File: config.mk
export PLATFORM = sky130hd
export DESIGN_NAME = abc_equiv_monitor
export DESIGN_NICKNAME = d
export VERILOG_FILES = /design/src/rtl/abc_equiv_monitor_pkg.sv /design/src/rtl/abc_equiv_monitor_sat_counter.sv /design/src/rtl/abc_equiv_monitor.sv
export SDC_FILE = /design/constraint.sdc
export NUM_CORES = 1
export LEC_CHECK = 0
export ABC_AREA = 1
export BUFFER_PORTS_ARGS = -buffer_cell sky130_fd_sc_hd__buf_2
export CORE_MARGIN = 2
export CORE_UTILIZATION = 42
export DETAILED_ROUTE_END_ITERATION = 6
export HOLD_SLACK_MARGIN = 0.05
export PLACE_DENSITY = 0.65
export SYNTH_ARGS = -nofsm -noshare
export SYNTH_HDL_FRONTEND = slang
export SYNTH_SLANG_ARGS = --single-unit
File: constraint.sdc
create_clock -name clk -period 1.96 [get_ports clk]
set_input_delay 0.294 -clock clk [delete_from_list [all_inputs] [get_ports clk]]
set_output_delay 0.294 -clock clk [all_outputs]
set_load 0.02 [all_outputs]
File: src/rtl/abc_equiv_monitor_pkg.sv
// Shared types and helpers for the F(A,B,C) equivalence monitor.
package abc_chk_pkg;

  localparam int unsigned NUM_IN_DEF = 3;
  localparam int unsigned COV_W      = 2 ** NUM_IN_DEF;

  typedef enum logic [1:0] {
    ST_IDLE = 2'd0,
    ST_RUN  = 2'd1,
    ST_PASS = 2'd2,
    ST_FAIL = 2'd3
  } state_t;

  // Increment v, sticking at the all-ones value of a w-bit counter (w <= 32).
  function automatic logic [31:0] sat_inc(input logic [31:0] v, input int unsigned w);
    logic [31:0] max_v;
    max_v = (w >= 32'd32) ? '1 : ((32'd1 << w) - 32'd1);
    return (v >= max_v) ? max_v : v + 32'd1;
  endfunction

endpackage

File: src/rtl/abc_equiv_monitor_sat_counter.sv
// Saturating up-counter with synchronous clear; also exposes its next value.
module sat_counter
  import abc_chk_pkg::*;
#(
  parameter int unsigned W = 16
) (
  input  logic         clk,
  input  logic         rst_n,
  input  logic         clr,
  input  logic         inc,
  output logic [W-1:0] cnt,
  output logic [W-1:0] nxt_c
);

  always_comb begin
    nxt_c = cnt;
    if (clr) begin
      nxt_c = '0;
    end else if (inc) begin
      nxt_c = W'(sat_inc(32'(cnt), W));
    end
  end

  always_ff @(posedge clk or negedge rst_n) begin
    if (!rst_n) begin
      cnt <= '0;
    end else begin
      cnt <= nxt_c;
    end
  end

endmodule

File: src/rtl/abc_equiv_monitor.sv
// Compares two implementations of F(A,B,C) sample by sample and issues a
// registered PASS/FAIL verdict with counters, coverage map and first failing vector.
module abc_equiv_monitor
  import abc_chk_pkg::*;
#(
  parameter int unsigned NUM_IN       = 3,
  parameter int unsigned CNT_W        = 16,
  parameter int unsigned MIN_SAMPLES  = 16,
  parameter int unsigned MAX_MISMATCH = 1
) (
  input  logic                     clk,
  input  logic                     rst_n,
  input  logic                     start,
  input  logic                     sample_en,
  input  logic [NUM_IN-1:0]        in_vec,
  input  logic                     f_a,
  input  logic                     f_b,
  output logic                     busy,
  output logic                     done,
  output logic                     pass,
  output logic [CNT_W-1:0]         sample_cnt,
  output logic [CNT_W-1:0]         mismatch_cnt,
  output logic [(1<<NUM_IN)-1:0]   cov_map,
  output logic                     first_fail_valid,
  output logic [NUM_IN-1:0]        first_fail_vec
);

  localparam int unsigned COVW = 1 << NUM_IN;

  state_t            state;
  logic              clr_c;
  logic              accept_c;
  logic              mis_c;
  logic              fail_c;
  logic              pass_c;
  logic [CNT_W-1:0]  smp_nxt_c;
  logic [CNT_W-1:0]  mis_nxt_c;
  logic [COVW-1:0]   cov_nxt_c;

  // A start only clears outside RUN; samples only count inside RUN.
  assign clr_c    = start && (state != ST_RUN);
  assign accept_c = sample_en && (state == ST_RUN);
  assign mis_c    = accept_c && (f_a != f_b);
  assign cov_nxt_c = cov_map | (accept_c ? (COVW'(1) << in_vec) : '0);

  // Verdicts look at statistics including the current sample; FAIL has priority.
  assign fail_c = mis_c && (mis_nxt_c >= CNT_W'(MAX_MISMATCH));
  assign pass_c = accept_c && !mis_c && (&cov_nxt_c) &&
                  (smp_nxt_c >= CNT_W'(MIN_SAMPLES)) && (mismatch_cnt == '0);

  sat_counter #(.W(CNT_W)) u_sample_cnt (
    .clk   (clk),
    .rst_n (rst_n),
    .clr   (clr_c),
    .inc   (accept_c),
    .cnt   (sample_cnt),
    .nxt_c (smp_nxt_c)
  );

  sat_counter #(.W(CNT_W)) u_mismatch_cnt (
    .clk   (clk),
    .rst_n (rst_n),
    .clr   (clr_c),
    .inc   (mis_c),
    .cnt   (mismatch_cnt),
    .nxt_c (mis_nxt_c)
  );

  always_ff @(posedge clk or negedge rst_n) begin
    if (!rst_n) begin
      state            <= ST_IDLE;
      busy             <= 1'b0;
      done             <= 1'b0;
      pass             <= 1'b0;
      cov_map          <= '0;
      first_fail_valid <= 1'b0;
      first_fail_vec   <= '0;
    end else if (clr_c) begin
      state            <= ST_RUN;
      busy             <= 1'b1;
      done             <= 1'b0;
      pass             <= 1'b0;
      cov_map          <= '0;
      first_fail_valid <= 1'b0;
      first_fail_vec   <= '0;
    end else if (accept_c) begin
      cov_map <= cov_nxt_c;
      if (mis_c && !first_fail_valid) begin
        first_fail_valid <= 1'b1;
        first_fail_vec   <= in_vec;
      end
      if (fail_c) begin
        state <= ST_FAIL;
        busy  <= 1'b0;
        done  <= 1'b1;
        pass  <= 1'b0;
      end else if (pass_c) begin
        state <= ST_PASS;
        busy  <= 1'b0;
        done  <= 1'b1;
        pass  <= 1'b1;
      end
    end
  end

endmodule

==> results.yml, run 1 <==
outcome:
  status: "complete, but fails checks"
  violations: "setup timing"
clock_tree:
  ctsHoldBuffers: 0
  root_buffer: "clkbuf_8"
  clkSinkCount: 48
  clk_latency_ps: 320
  clkTransAtPathRegs_ps: 100
  tritoncts: "done"
  htreeDepth: 2
  cts_buffers: 5
  cts_buffer_depth: 2
yosys:
  ys_seq_elements: 48
  ys_seq_area_share_pct: 38.6
  synthTopCellsByArea: "dfrtp_1, nand2_1, inv_1, nand3_1, nor2_1"
  netlist_area_um2: 3110
  ys_types: 37
  syn_nets: 445
  synth-main-ff-cell: "dfrtp_1"
  syn_inst: 433
  yosys.area.top_type_share_pct: 38.6
  synth_top_cell_by_area: "dfrtp_1"
  synth-edff-count: 0
  ys_warn_count: 0
  synth_async_sr_flop_share_pct: 100
  avgSynthCellArea_um2: 7.19
critical_path:
  worst_ep_arrival_time_ps: 2280
  critPathLaunchType: "flip-flop"
  crit_chain: "inv_2 > nand3_4 > clkinv_4 > buf_4 > nand2_4 > nor2_4 > buf_4 > o211ai_1 > nand2_1 > nor2_1 > nand3_1 > nand2_2 > nand3_1 > nand2_1 > nand2_1"
  reg2reg_depth: 15
  cp.depth: 15
  cp_top_family: "simple AND/OR/NAND/NOR gates"
  cp_slowest_stage_delay_ps: 390
  critPathBufInv: 4
  endpoint_kind: "flip-flop"
  cp_max_fo: 6
  endpoint: "done$_DFFE_PN0P_"
  reg2reg_from: "done$_DFFE_PN0P_"
  rrSetupSlack_ps: -100
  cp-startpoint: "done$_DFFE_PN0P_"
  path_class: "flip-flop to flip-flop"
  cp_common_cell: "nand2_1"
  cpMaxStageDelayCell: "dfrtp_1"
  r2r_end: "done$_DFFE_PN0P_"
  cp_data_required_time_ps: 2180
routing:
  wl_um: 8950
  drt_iter0_markers: 209
  routed_via_density: 4.91
  drc_errors: 0
  vias: 3218
  post_drt_wl_per_cell_um: 13.7
  dr.pass1.iters: 5
  antenna_left: 0
sta:
  finalClockSkew_ps: 9.22
  hold_viol_final: 0
  fmax_mhz: 486
  relSlewSlack_pct: 51.0
  finalCriticalPeriod_ps: 2060
  drv_slew: 0
  worst_pin_slew_ps: 734
  setup_viol: 4
  finalWorstSetupSlack_ps: -99.1
  rsz0062_at_grt: "yes"
  fin_crit_sh_pct: 105
  finalSetupTns_ps: -245
power_and_ir_drop:
  power.density_nw_per_um2: 862
  vdd_drop_max_mv: 0.569
  finalPower_uw: 3630
  power_leakage_uw: 0.00249
die:
  die-area_um2: 8110
  rows: 31
  initial_core_util_pct: 43.1
  io_pins: 56
  coreArea_um2: 7210
  die_x_um: 90.1
  die_h_um: 90.1
finish:
  diodes: 0
  seqCellArea_um2: 1200
  fillers: 652
  multi_input_area_um2: 1630
  final_cell_mix: "nand2_1, inv_1, buf_4"
  layout.nets: 567
  final_common_cell: "nand2_1"
  drive_above_1_share_pct: 34.4
  syn_to_final_growth_pct: 35.2
global_route:
  overflow: 0
  antenna_found_initial: 0
  grt_usage_pct: 22.5
  grt_pass1_wl_um: 14800
  grt_max_degree: 33
  grt_pass1_vias: 3094
placed_design:
  routabilityCongestion: 0.897
  dp_hpwl_um: 6500
  io_buffer_count: 55
run:
  max-cap-violations: 0
hold_path:
  hold_class: "input pin to async pin"
[what timing repair did]
item,4_1_cts,5_1_grt
buffers inserted,6,2
setup endpoints to repair,5,5
gates resized for setup,13,16
pin swaps,15,13
cloned,1,0
[flip-flops by register name (all words and copies together) (netlist names), 3 cells and up]
name	cells
u_sample_cnt.cnt	16
u_mismatch_cnt.cnt	16
first_fail_vec	3
cov_map	8
[logic make-up after synthesis]
| family | count (synthesis) | synth area share [%] |
|---|---|---|
| flip-flops | 48 | 38.6 |
| buffers and inverters | 93 | 12.2 |
| AO/OA/AOI/OAI | 43 | 8.00 |
| adder cells (fa/ha/maj) | 3 | 1.21 |
| AND/OR/NAND/NOR | 239 | 38.0 |
| XOR/XNOR | 7 | 1.97 |
[how the worst min path moves through the flow]
stage          depth (start not counted)                              end  slack [ps]  startpoint
5_1_grt                                1                 done$_DFFE_PN0P_         100       rst_n
3_3_place_gp                           1  u_mismatch_cnt.cnt[2]$_DFF_PN0_         400       rst_n
6_report                               1  u_mismatch_cnt.cnt[0]$_DFF_PN0_          20       rst_n
4_1_cts                                1  u_mismatch_cnt.cnt[0]$_DFF_PN0_          70       rst_n
3_5_place_dp                           1  u_mismatch_cnt.cnt[0]$_DFF_PN0_         410       rst_n
2_1_floorplan                          0                 busy$_DFFE_PN0P_          -2       rst_n
[synth_stat cells (2+ instances only)]
| master | number |
|---|---|
| nand4_1 | 17 |
| nor3_1 | 4 |
| nand3_1 | 39 |
| xor2_1 | 4 |
| nor2_8 | 2 |
| nor2_4 | 2 |
| nand3_2 | 3 |
| nand3b_1 | 6 |
| nor2_1 | 42 |
| dfrtp_1 | 48 |
| buf_4 | 2 |
| a31o_2 | 5 |
| ha_1 | 3 |
| nand3_4 | 2 |
| buf_6 | 2 |
| nor4_1 | 3 |
| a21oi_1 | 10 |
| o21ai_1 | 5 |
| xnor2_1 | 3 |
| inv_1 | 80 |
| buf_2 | 2 |
| o21ai_0 | 16 |
| clkbuf_1 | 2 |
| nand2_1 | 98 |
| inv_2 | 3 |
| nand2_2 | 12 |
| a31oi_1 | 3 |
| nor2_2 | 6 |
[power by group]
part / total (uW) / leakage, uW / internal [uW] / switching (uW)
logic: 1570 / 0.00179 / 640 / 933
clock network: 775 / 0.0000548 / 385 / 390
registers: 1280 / 0.000647 / 1150 / 127
[layout make-up]
type                       count  share of cell area [%]
clock buffer                   5                    1.64
sequential                    48                    28.6
multi-input combinational    293                    38.8
timing repair buffer         122                    19.2
tap                           99                    2.94
inverter                      85                    7.70
clock inverter                 3                    1.10
[stage by stage]
stage          hold WS (ps)  utilization (%)  cells  instance area [um2]  worst slack, ps
3_5_place_dp            412             54.6    639                 3940             -189
3_3_place_gp            398             54.6    639                 3940             -172
2_1_floorplan         -1.59                -    433                 3120             3.91
5_1_grt                 104             58.3    655                 4210             -271
4_1_cts                65.4             57.5    654                 4150            -97.4
6_report               24.1             58.3    655                 4210            -99.1
[routing by layer]
layer / up-vias / track usage (%) / part of all wire, %
li1: 1618 / - / -
met1: 1476 / 31.9 / 46
met2: 112 / 34.6 / 46
met3: 12 / 3.94 / 6.3
met4: 0 / 7.69 / 1.4
met5: - / 0 / 0
Note: power is estimated with default switching activity, not from simulation.
==> run 2, diff against run 1 <==
--- a/config.mk
+++ b/config.mk
@@ -9,6 +9,7 @@
 export BUFFER_PORTS_ARGS = -buffer_cell sky130_fd_sc_hd__buf_2
 export CORE_MARGIN = 2
 export CORE_UTILIZATION = 42
+export CTS_BUF_LIST = sky130_fd_sc_hd__clkbuf_16
 export DETAILED_ROUTE_END_ITERATION = 6
 export HOLD_SLACK_MARGIN = 0.05
 export PLACE_DENSITY = 0.65
==> run 2 against run 1 <==
The run still ends with setup timing left. Cell area up 4.0%. Hold slack better by 33 ps. Non-clock buffer count up 3. Register-to-register slack about the same. Largest power group unchanged. Highest routed layer unchanged.
==> results.yml, run 2 (synthesized netlist as in run 1, its figures left out) <==
routing:
  routed_via_density: 5.07
  drc_errors: 0
  antenna_left: 0
  vias: 3338
  drt_iter0_markers: 312
  post_drt_wl_per_cell_um: 14.3
  wl_um: 9440
  dr.pass1.iters: 5
hold_path:
  hold_class: "input pin to async pin"
critical_path:
  cp_max_fo: 7
  reg2reg_from: "done$_DFFE_PN0P_"
  cpMaxStageDelayCell: "dfrtp_1"
  r2r_end: "done$_DFFE_PN0P_"
  crit_chain: "inv_2 > nand3_4 > clkinv_4 > buf_12 > nand2_4 > nor2_4 > buf_4 > o211ai_1 > nand2_1 > nor2_2 > nand3_2 > nand2_2 > nand3_1 > nand2_1 > nand2_1"
  rrSetupSlack_ps: -110
  worst_ep_arrival_time_ps: 2250
  path_class: "flip-flop to flip-flop"
  reg2reg_depth: 15
  cp_slowest_stage_delay_ps: 370
  critPathLaunchType: "flip-flop"
  endpoint_kind: "flip-flop"
  cp_common_cell: "nand2_1"
  cp_data_required_time_ps: 2150
sta:
  finalWorstSetupSlack_ps: -105
  finalClockSkew_ps: 5.70
  setup_viol: 4
  drv_slew: 0
  fin_crit_sh_pct: 105
  fmax_mhz: 484
  whs_ps: 57.4
  worst_pin_slew_ps: 751
  finalCriticalPeriod_ps: 2070
  rsz0062_at_grt: "yes"
  hold_viol_final: 0
  relSlewSlack_pct: 50.0
  finalSetupTns_ps: -282
power_and_ir_drop:
  vdd_drop_max_mv: 0.613
  power.density_nw_per_um2: 911
  power_leakage_uw: 0.00259
  finalPower_uw: 3990
clock_tree:
  clkSinkCount: 48
  cts_buffers: 5
  ctsHoldBuffers: 0
  htreeDepth: 2
  cts_buffer_depth: 2
  root_buffer: "clkbuf_16"
  clkTransAtPathRegs_ps: 70
  clk_latency_ps: 290
  tritoncts: "done"
finish:
  seqCellArea_um2: 1200
  final_cell_mix: "nand2_1, inv_1, buf_4"
  diodes: 0
  fillers: 644
  drive_above_1_share_pct: 37.4
  syn_to_final_growth_pct: 40.7
  top_regs: "u_mismatch_cnt.cnt: 16 flops, u_sample_cnt.cnt: 16 flops, cov_map: 8 flops"
  design_area_um2: 4380
  final_core_util_pct: 60.7
  multi_input_area_um2: 1700
  final_common_cell: "nand2_1"
  layout.nets: 570
placed_design:
  placed_area_um2: 3940
  io_buffer_count: 55
  routabilityCongestion: 0.897
  dp_hpwl_um: 6500
die:
  die_x_um: 90.1
  die_h_um: 90.1
  coreArea_um2: 7210
  initial_core_util_pct: 43.1
  die-area_um2: 8110
  rows: 31
  io_pins: 56
global_route:
  grtUsageMet1_pct: 32.4
  grt_usage_pct: 22.7
  grt_pass1_vias: 3119
  use_met2_pct: 35.7
  grt_max_degree: 33
  grt_use_met3_pct: 3.52
  grt_pass1_wl_um: 15000
  overflow: 0
  globalRoute.busiestLayer: "met2"
  antenna_found_initial: 0
outcome:
  violations: "setup timing"
  status: "complete, but fails checks"
run:
  max-cap-violations: 0
-- run 2: cell types whose count changed in the layout (fill, tap and decap cells not counted), sizes merged --
cell | previous run | this run
inv | 84 | 85
clkinv | 2 | 1
buf | 122 | 125
-- run 2: how the worst max path moves through the flow --
| stage | slack [ps] | endpoint | cells past startpoint | from |
|---|---|---|---|---|
| 2_1_floorplan | 4 | state[0]$_DFFE_PN0P_ | 15 | u_mismatch_cnt.cnt[0]$_DFF_PN0_ |
| 3_3_place_gp | -170 | state[0]$_DFFE_PN0P_ | 14 | state[0]$_DFFE_PN0P_ |
| 3_5_place_dp | -190 | state[0]$_DFFE_PN0P_ | 14 | state[0]$_DFFE_PN0P_ |
| 4_1_cts | -100 | state[0]$_DFFE_PN0P_ | 16 | done$_DFFE_PN0P_ |
| 5_1_grt | -290 | state[0]$_DFFE_PN0P_ | 16 | done$_DFFE_PN0P_ |
| 6_report | -110 | done$_DFFE_PN0P_ | 15 | done$_DFFE_PN0P_ |
-- run 2: cell type report --
class                           count  area share [%]
Clock buffer                        5            2.86
Clock inverter                      3            1.06
Inverter                           85            7.52
Multi-Input combinational cell    293            38.8
Sequential cell                    48            27.5
Tap cell                           99            2.83
Timing Repair Buffer              125            19.4
-- run 2: what timing repair did --
item | 4_1_cts | 5_1_grt
endpoints found under the setup margin | 5 | 5
resized for setup | 8 | 43
endpoints found under the hold margin | 0 | 0
cloned | 1 | 0
buffers inserted | 6 | 5
pin swaps | 8 | 24
-- run 2: stage by stage --
step / setup slack, ps / std cells
after floorplan: 3.91 / 433
after global placement: -172 / 639
after detailed placement: -189 / 639
after CTS: -96.5 / 654
after global routing: -286 / 658
final: -105 / 658
-- run 2: report_power, final --
part | switching, uW | internal [uW]
clock | 407 | 607
combinational | 987 | 702
sequential | 131 | 1150
total | 1520 | 2460
-- run 2: layer usage --
metal	vias up	share of wire (%)
met3	17	6.5
met5	-	0
met4	0	1.3
li1	1627	-
met2	148	47
met1	1546	45
-- run 2: worst max-delay path, delay by kind of cell, from the launching register on --
| kind | cells | cell delay [ps] |
|---|---|---|
| simple gates | 10 | 940 |
| buf+inv | 4 | 410 |
| flops | 1 | 370 |
| compound gates | 1 | 220 |
==> run 3, diff against run 2 <==
--- a/config.mk
+++ b/config.mk
@@ -12,7 +12,8 @@
 export CTS_BUF_LIST = sky130_fd_sc_hd__clkbuf_16
 export DETAILED_ROUTE_END_ITERATION = 6
 export HOLD_SLACK_MARGIN = 0.05
-export PLACE_DENSITY = 0.65
+export PLACE_DENSITY = 0.66
 export SYNTH_ARGS = -nofsm -noshare
 export SYNTH_HDL_FRONTEND = slang
+export SYNTH_HIERARCHICAL = 1
 export SYNTH_SLANG_ARGS = --single-unit
==> run 3 against run 2 <==
Sequential share of layout area about the same. Total power is 14% lower. Fmax shrank 15%. The flow still finishes with violations (setup timing). Largest power group unchanged. Highest routed layer unchanged.
==> results.yml, run 3 <==
run:
  max-cap-violations: 0
sta:
  finalCriticalPeriod_ps: 2420
  worst_pin_slew_ps: 579
  finalWorstSetupSlack_ps: -459
  whs_ps: 355
  fin_crit_sh_pct: 123
  hold_viol_final: 0
  finalClockSkew_ps: 1.28
  relSlewSlack_pct: 61.4
  rsz0062_at_grt: "yes"
  fmax_mhz: 413
  setup_viol: 4
  drv_slew: 0
yosys:
  ys_warn_count: 6
  synth_top_cell_by_area: "dfrtp_1"
  syn_nets: 421
  ys_seq_elements: 48
  yosys.area.top_type_share_pct: 40.2
  synth-main-ff-cell: "dfrtp_1"
  synth-edff-count: 0
  ys_types: 31
  syn_inst: 410
  synth_common_cells: "nand2_1, nor2_1, inv_1, dfrtp_1, nand3_1"
  avgSynthCellArea_um2: 7.29
  synth.most_common_cell: "nand2_1"
  synthTopCellsByArea: "dfrtp_1, nand2_1, nor2_1, inv_1, nand3_1"
  netlist_area_um2: 2990
  synth_async_sr_flop_share_pct: 100
  ys_seq_area_share_pct: 40.2
critical_path:
  cp_top_family: "simple AND/OR/NAND/NOR gates"
  cpMaxStageDelayCell: "dfrtp_2"
  cp_data_required_time_ps: 2140
  reg2reg_from: "done$_DFFE_PN0P_"
  reg2reg_depth: 20
  cp_common_cell: "nand2_1"
  worst_ep_arrival_time_ps: 2600
  cp_slowest_stage_delay_ps: 410
  r2r_end: "state[0]$_DFFE_PN0P_"
  path_class: "flip-flop to flip-flop"
  crit_chain: "inv_2 > nand3_4 > a21oi_4 > nand2_4 > nor2_4 > nand2_4 > inv_2 > nand2_1 > nand2_1 > nand3_2 > nand2_1 > inv_2 > nor2_2 > nand2_1 > nor2_1 > nand2_1 > a21oi_2 > inv_1 > o21ai_1 > inv_1"
  critPathLaunchType: "flip-flop"
  endpoint_kind: "flip-flop"
  cp_max_fo: 5
  critPathBufInv: 5
  rrSetupSlack_ps: -460
routing:
  post_drt_wl_per_cell_um: 12.9
  drt_iter0_markers: 200
  antenna_left: 0
  wl_um: 8500
  routed_via_density: 4.84
  vias: 3181
  drc_errors: 0
  dr.pass1.iters: 4
global_route:
  grt_use_met3_pct: 3.54
  grt_max_degree: 26
  overflow: 0
  grt_pass1_vias: 3060
  grtUsageMet1_pct: 30.3
  grt_usage_pct: 22.2
  antenna_found_initial: 0
  globalRoute.busiestLayer: "met2"
  grt_pass1_wl_um: 13700
  use_met2_pct: 37.5
hold_path:
  hold_depth: 3
  hold_class: "input pin to flip-flop"
  hold_end: "first_fail_vec[0]$_DFFE_PN0P_"
  holdCritStartpoint: "in_vec[0]"
finish:
  final_cell_mix: "nand2_1, buf_4, nor2_1"
  top_regs: "u_mismatch_cnt/cnt: 16 flops, u_sample_cnt/cnt: 16 flops, cov_map: 8 flops"
  fillers: 618
  final_core_util_pct: 64.1
  layout.nets: 571
  drive_above_1_share_pct: 38.1
  diodes: 0
  syn_to_final_growth_pct: 46.4
clock_tree:
  clkTransAtPathRegs_ps: 60
  htreeDepth: 2
  tritoncts: "done"
  clkSinkCount: 48
  root_buffer: "clkbuf_16"
  clk_latency_ps: 280
  cts_buffers: 5
  cts_buffer_depth: 2
placed_design:
  routabilityCongestion: 0.919
  io_buffer_count: 55
  dp_hpwl_um: 6250
power_and_ir_drop:
  power_leakage_uw: 0.00245
  vdd_drop_max_mv: 0.695
  power.density_nw_per_um2: 786
die:
  die_x_um: 88.4
  die-area_um2: 7810
  initial_core_util_pct: 43.8
  die_h_um: 88.4
  coreArea_um2: 6830
  rows: 30
  io_pins: 56
outcome:
  violations: "setup timing"
  status: "complete, but fails checks"
-- run 3: final cells by class --
type	instances	area, um2	share of cell area, %
Clock buffer	5	125	2.86
Sequential cell	48	1200	27.5
Tap cell	96	120	2.74
Inverter	61	229	5.23
Timing Repair Buffer	150	1010	23.1
Clock inverter	3	37.5	0.857
Multi-Input combinational cell	294	1650	37.8
-- run 3: worst max path at each step --
| stage | start | endpoint | slack, ps | cells after the start |
|---|---|---|---|---|
| 5_1_grt | done$_DFFE_PN0P_ | state[0]$_DFFE_PN0P_ | -640 | 18 |
| 2_1_floorplan | done$_DFFE_PN0P_ | state[0]$_DFFE_PN0P_ | -360 | 21 |
| 3_5_place_dp | f_b | state[0]$_DFFE_PN0P_ | -480 | 19 |
| 4_1_cts | done$_DFFE_PN0P_ | state[0]$_DFFE_PN0P_ | -440 | 20 |
| 6_report | done$_DFFE_PN0P_ | state[0]$_DFFE_PN0P_ | -460 | 20 |
| 3_3_place_gp | f_b | done$_DFFE_PN0P_ | -450 | 16 |
-- run 3: worst min-delay path, cell delays in order --
cell and delay [ps]:
buf_2 140, inv_1 80, o21ai_0 80
-- run 3: kinds of logic (layout without fill, tap and decap cells) --
logic type / count (synthesis) / count (layout) / synth area share, %
AND/OR/NAND/NOR: 234 / 234 / 36.8
AO/OA/AOI/OAI: 44 / 44 / 8.54
adder cells (fa/ha/maj): 2 / 2 / 0.837
flip-flops: 48 / 48 / 40.2
buffers and inverters: 68 / 219 / 9.58
XOR/XNOR: 14 / 14 / 4.10
-- run 3: layer usage --
| metal | part of all wire (%) | routed length [um] |
|---|---|---|
| met1 | 45 | 3810 |
| met2 | 49 | 4130 |
| met3 | 5.2 | 444 |
| met4 | 1.4 | 115 |
| met5 | 0 | 0 |
-- run 3: timing repair --
item,in CTS,in global routing
pin swaps,15,20
endpoints found under the hold margin,23,0
setup endpoints to repair,4,4
gates resized for setup,9,20
setup buffers,6,4
hold buffers,1,0
-- run 3: through the flow --
stage / total power (uW) / cell area (um2) / cells / setup slack [ps] / setup TNS (ps)
2_1_floorplan: 1940 / 3050 / 410 / -357 / -1180
3_5_place_dp: 2450 / 4020 / 638 / -478 / -1820
6_report: 3440 / 4380 / 657 / -459 / -1760
3_3_place_gp: 2420 / 4020 / 638 / -448 / -1700
5_1_grt: 3640 / 4380 / 657 / -641 / -2430
4_1_cts: 3450 / 4270 / 653 / -438 / -1700
-- run 3: report_power, final --
group / total [uW] / leakage, uW / internal, uW / switching [uW]
Sequential: 1230 / 0.000649 / 1130 / 96.4
Clock: 955 / 0.0000789 / 593 / 362
Combinational: 1260 / 0.00172 / 493 / 765
Total: 3440 / 0.00245 / 2220 / 1220
